<file path="src/rtl/regfile_mp.sv">
// regfile_mp: parametrised multi-port register file with two write ports,
// any number of combinational read ports, optional write-to-read bypass and
// a per-entry pending-write scoreboard used by decode to stall on operands.
module regfile_mp #(
    parameter int DATA_WIDTH = 32,
    parameter int DEPTH      = 32,
    parameter int READ_PORTS = 2,
    parameter int ZERO_REG   = 1,
    parameter int BYPASS     = 1,
    localparam int AW        = $clog2(DEPTH)
) (
    input  logic                             clk,
    input  logic                             rst,
    input  logic [READ_PORTS*AW-1:0]         rdNum,
    output logic [READ_PORTS*DATA_WIDTH-1:0] rdData,
    output logic [READ_PORTS-1:0]            rdBusy,
    input  logic [1:0]                       wrEnable,
    input  logic [2*AW-1:0]                  wrNum,
    input  logic [2*DATA_WIDTH-1:0]          wrData,
    input  logic                             issueEnable,
    input  logic [AW-1:0]                    issueNum,
    output logic [AW:0]                      busyCount
);

    logic [DATA_WIDTH-1:0] mem_q [DEPTH];
    logic [DATA_WIDTH-1:0] mem_d [DEPTH];
    logic [DEPTH-1:0]      busy_q;
    logic [DEPTH-1:0]      busy_d;
    logic [AW:0]           busy_count_q;
    logic [AW:0]           busy_count_d;

    logic [AW-1:0]         wr_num0;
    logic [AW-1:0]         wr_num1;
    logic [DATA_WIDTH-1:0] wr_data0;
    logic [DATA_WIDTH-1:0] wr_data1;

    logic [AW-1:0]         rd_addr;
    logic [DATA_WIDTH-1:0] rd_value;
    logic                  rd_pending;

    assign wr_num0   = wrNum[0 +: AW];
    assign wr_num1   = wrNum[AW +: AW];
    assign wr_data0  = wrData[0 +: DATA_WIDTH];
    assign wr_data1  = wrData[DATA_WIDTH +: DATA_WIDTH];
    assign busyCount = busy_count_q;

    // Next storage contents: WP0 applied first so WP1 wins on a shared entry.
    always_comb begin
        mem_d = mem_q;
        if (wrEnable[0]) begin
            mem_d[wr_num0] = wr_data0;
        end
        if (wrEnable[1]) begin
            mem_d[wr_num1] = wr_data1;
        end
        if (ZERO_REG != 0) begin
            mem_d[0] = '0;
        end
    end

    // Next scoreboard: write-back clears, then a new issue re-sets (new producer wins).
    always_comb begin
        busy_d = busy_q;
        if (wrEnable[0]) begin
            busy_d[wr_num0] = 1'b0;
        end
        if (wrEnable[1]) begin
            busy_d[wr_num1] = 1'b0;
        end
        if (issueEnable) begin
            busy_d[issueNum] = 1'b1;
        end
        if (ZERO_REG != 0) begin
            busy_d[0] = 1'b0;
        end
    end

    // Population count of the next busy vector so the count tracks the bits on the same edge.
    always_comb begin
        busy_count_d = '0;
        for (int n = 0; n < DEPTH; n++) begin
            busy_count_d = busy_count_d + (AW+1)'(busy_d[n]);
        end
    end

    // Storage, scoreboard and count registers with asynchronous active-low clear.
    always_ff @(posedge clk or negedge rst) begin
        if (!rst) begin
            for (int n = 0; n < DEPTH; n++) begin
                mem_q[n] <= '0;
            end
            busy_q       <= '0;
            busy_count_q <= '0;
        end else begin
            mem_q        <= mem_d;
            busy_q       <= busy_d;
            busy_count_q <= busy_count_d;
        end
    end

    // Combinational read ports; reset forces zeros so bypass cannot leak data while held.
    always_comb begin
        rdData     = '0;
        rdBusy     = '0;
        rd_addr    = '0;
        rd_value   = '0;
        rd_pending = 1'b0;
        for (int i = 0; i < READ_PORTS; i++) begin
            rd_addr    = rdNum[i*AW +: AW];
            rd_value   = mem_q[rd_addr];
            rd_pending = busy_q[rd_addr];
            if (BYPASS != 0) begin
                if (wrEnable[0] && (wr_num0 == rd_addr)) begin
                    rd_value   = wr_data0;
                    rd_pending = 1'b0;
                end
                if (wrEnable[1] && (wr_num1 == rd_addr)) begin
                    rd_value   = wr_data1;
                    rd_pending = 1'b0;
                end
            end
            if ((ZERO_REG != 0) && (rd_addr == '0)) begin
                rd_value   = '0;
                rd_pending = 1'b0;
            end
            if (!rst) begin
                rd_value   = '0;
                rd_pending = 1'b0;
            end
            rdData[i*DATA_WIDTH +: DATA_WIDTH] = rd_value;
            rdBusy[i]                          = rd_pending;
        end
    end

endmodule

</file>
<file path="config.mk">
export PLATFORM = sky130hd
export DESIGN_NAME = regfile_mp
export DESIGN_NICKNAME = d
export VERILOG_FILES = /design/src/rtl/regfile_mp.sv
export SDC_FILE = /design/constraint.sdc
export NUM_CORES = 2
export LEC_CHECK = 0
export BUFFER_PORTS_ARGS = -buffer_cell sky130_fd_sc_hd__buf_2
export CORE_MARGIN = 2
export CORE_UTILIZATION = 50
export CTS_CLUSTER_DIAMETER = 100
export DETAILED_ROUTE_END_ITERATION = 10
export PLACE_DENSITY = 0.66
export SLEW_MARGIN = 40
export SYNTH_ARGS = -nofsm -noshare
export SYNTH_HDL_FRONTEND = slang
export SYNTH_SLANG_ARGS = --single-unit
</file>
<file path="constraint.sdc">
create_clock -name clk -period 7.1 [get_ports clk]
set_input_delay 0.71 -clock clk [delete_from_list [all_inputs] [get_ports clk]]
set_output_delay 0.71 -clock clk [all_outputs]
set_load 0.02 [all_outputs]
</file>
==> impl_metrics.py <==
metrics = {
    "clock_network": {
        "cts_resized": 0,
        "clk-insertion-delay-late_ps": 760,
        "path_clk_slew_ps": 60,
        "cts_htree_levels": 3,
        "cts_buffers": 115,
        "clock-sinks": 1029,
        "cts_tree": "done",
        "cts_setup_buffers": 0,
        "root_buffer": "clkbuf_16",
        "cts_buffer_depth": 3,
    },
    "route": {
        "via_per_inst": 7.14,
        "dr.pass1.iters": 8,
        "postRouteAntennaNets": 0,
        "met3_wirelength_um": 47400,
        "detail_route.wl_per_cell_um": 35.7,
        "wl_met2_um": 114000,
        "top_layer": "met5",
        "route.vias.total": 57600,
        "drt_drc_violations_left": 0,
        "dr.first_iter.drc_count": 9483,
        "met1_length_um": 102000,
        "wl_um": 287000,
    },
    "final_layout": {
        "final_area_mm2": 0.0722,
        "layout-drive-gt1-share_pct": 17.2,
        "final_nets": 6308,
        "final_cell_mix": "mux2i_1 (1,186), dfrtp_1 (1,029), nand2_1 (571)",
        "fill_cells": 11500,
        "final_common_cell": "mux2i_1",
        "syn2layout_area_growth_pct": 8.60,
    },
    "timing": {
        "finalClockSkew_ps": 9.03,
        "setup_tns_ps": 0,
        "max_freq_mhz": 172,
        "min_period_ps": 5820,
        "rsz0062_at_grt": "false",
        "drv_slew": 0,
        "worstMarginPinSlew_ps": 1080,
        "fin_crit_sh_pct": 82.0,
        "maxSlewHeadroom_pct": 27.9,
        "setup_violations": 0,
        "hold_violations": 0,
    },
    "logic_synthesis": {
        "syn_area_mm2": 0.0665,
        "synth_seq_cells": 1029,
        "syn_nets": 6663,
        "syn_inst": 6539,
        "seq_area_frac_synth_pct": 38.7,
        "async_flop_share_pct": 100,
        "ys_dominant_reg_cell": "dfrtp_1",
        "postSynthAreaPerCell_um2": 10.2,
        "yosysUniqueCellTypes": 78,
        "synth-edff-count": 0,
        "ys_warn_count": 0,
    },
    "place": {
        "place_area_mm2": 0.0681,
        "port_buffers": 165,
        "gp_congestion": 0.948,
        "hpwl_um": 163000,
    },
    "worst_setup_path": {
        "critPathKind": "input pin to register",
        "critPathLaunchType": "input pin",
        "r2r-start": "busy_q[14]",
        "max_stage_delay_ps": 640,
        "ff2ff_setup_slack_ps": 1890,
        "path_cells": "buf_2, or3b_2, nor2_4, inv_1, a32o_1, fa_1, inv_1, fa_1, fa_1, fa_1, fa_1, inv_1, fa_1, fa_1, inv_1, fa_1, inv_1, a21o_1, a21oi_1, xnor2_1",
        "r2r-end": "busyCount[4]",
        "end_kind": "register",
        "crit_arrival_ps": 6510,
        "r2r_cells": 18,
        "crit_top_cell": "fa_1",
        "slowest_stage": "or3b_2",
        "crit_path_max_fanout": 12,
        "required_ps": 7780,
    },
    "job": {
        "max-cap-violations": 0,
    },
    "global_routing": {
        "grt_overflow": 0,
        "grt_usage_pct": 41.5,
        "grt_pass1_vias": 54700,
        "grt_pass1_wl_um": 406000,
        "grt_max_degree": 152,
        "antenna_found_initial": 48,
    },
    "min_path": {
        "hold_class": "input pin to async pin",
    },
    "pwr": {
        "power_leakage_uw": 0.0319,
        "peakVddDrop_uv": 1130,
        "power_density_mw_per_mm2": 300,
    },
    "floorplan": {
        "die_h_um": 369,
        "ioPinCount": 166,
        "fp.dieW_um": 369,
        "design.core.area_mm2": 0.132,
        "placementRows": 133,
        "start_util_pct": 50.5,
        "die_area_mm2": 0.136,
    },
    "status": {
        "status": "complete, no violations",
    },
}
how the worst max path moves through the flow:
stage | cells after the start | start | slack (ps) | endpoint
floorplan | 20 | wrNum[3] | 720 | busyCount[4]
global placement | 20 | wrNum[9] | 560 | busyCount[4]
detailed placement | 20 | wrNum[9] | 570 | busyCount[4]
CTS | 20 | wrNum[9] | 1320 | busyCount[4]
global route | 20 | wrNum[9] | 1110 | busyCount[4]
finish | 20 | wrNum[9] | 1280 | busyCount[4]
worst max-delay path: cells and delay by family:
kind / cells / cell delay (ps)
adders and majority gates: 8 / 3700
AOI/OAI and AO/OA: 3 / 600
and+or+nand+nor: 2 / 780
buffers and inverters: 6 / 550
xor gates and xnor gates: 1 / 130
metal layers:
| metal | vias up | GRT usage [%] |
|---|---|---|
| met4 | 24 | 28.4 |
| met2 | 4930 | 55.5 |
| li1 | 23100 | - |
| met1 | 28200 | 53.1 |
| met3 | 1330 | 19.1 |
| met5 | - | 1.21 |
registers in the layout, indices dropped and copies added, names as in the netlist:
name / count
mem_q: 992
busy_q: 31
busyCount: 6
synthesized netlist by cell type, types with 32 or more instances:
| cell | instances | area [um^2] |
|---|---|---|
| nor2_1 | 586 | 2200 |
| a32oi_1 | 58 | 508 |
| a22oi_1 | 90 | 676 |
| inv_1 | 51 | 191 |
| mux4_2 | 366 | 8240 |
| nand2_1 | 604 | 2270 |
| buf_2 | 147 | 736 |
| buf_4 | 87 | 653 |
| buf_1 | 92 | 345 |
| mux2_2 | 69 | 777 |
| dfrtp_1 | 1029 | 25700 |
| mux2i_1 | 1186 | 11900 |
| clkbuf_1 | 458 | 1720 |
| buf_6 | 32 | 360 |
| a21oi_1 | 533 | 2670 |
| o211ai_1 | 32 | 240 |
| o21ai_0 | 550 | 2750 |
| o22ai_1 | 110 | 688 |
where the power goes:
part	internal, uW	switching [uW]
sequential	7480	1240
clock	3620	2650
combinational	3260	3430
total	14400	7320
what timing repair did:
item | 4_1_cts | 5_1_grt
setup endpoints to repair | 0 | 0
hold buffers | 0 | 1
endpoints found under the hold margin | 0 | 43
cell type report:
cell class	instances	area, um^2	area share [%]
diodes	28	70.1	0.0970
clock buffers	183	3560	4.92
clock inverters	27	324	0.449
inverters	51	191	0.265
multi-input cells	4640	37400	51.8
flip-flops and latches	1029	25700	35.6
well taps	1755	2200	3.04
repair buffers	347	2730	3.78
logic make-up (layout without fill, tap and decap cells):
| family | after synthesis | in the layout | synth area share (%) |
|---|---|---|---|
| mux | 1621 | 1621 | 31.4 |
| compound gates | 1572 | 1572 | 13.9 |
| simple gates | 1394 | 1394 | 8.83 |
| flops | 1029 | 1029 | 38.7 |
| buf+inv | 870 | 608 | 6.06 |
| fa+ha+maj | 30 | 30 | 0.824 |
| xor+xnor | 23 | 23 | 0.303 |
| other cells | 0 | 28 | 0 |
per-stage QoR:
step / hold slack [ps] / total power, uW / setup slack [ps] / utilization (%) / cells
2_1_floorplan: 414 / 13400 / 717 / - / 6539
5_1_grt: 482 / 22700 / 1110 / 54.8 / 8044
3_3_place_gp: 564 / 15100 / 556 / 51.4 / 7809
3_5_place_dp: 577 / 15300 / 565 / 51.7 / 7817
4_1_cts: 26.8 / 21500 / 1320 / 54.6 / 8027
6_report: 449 / 21700 / 1280 / 54.8 / 8060
Power figures use the tool's default switching activity.
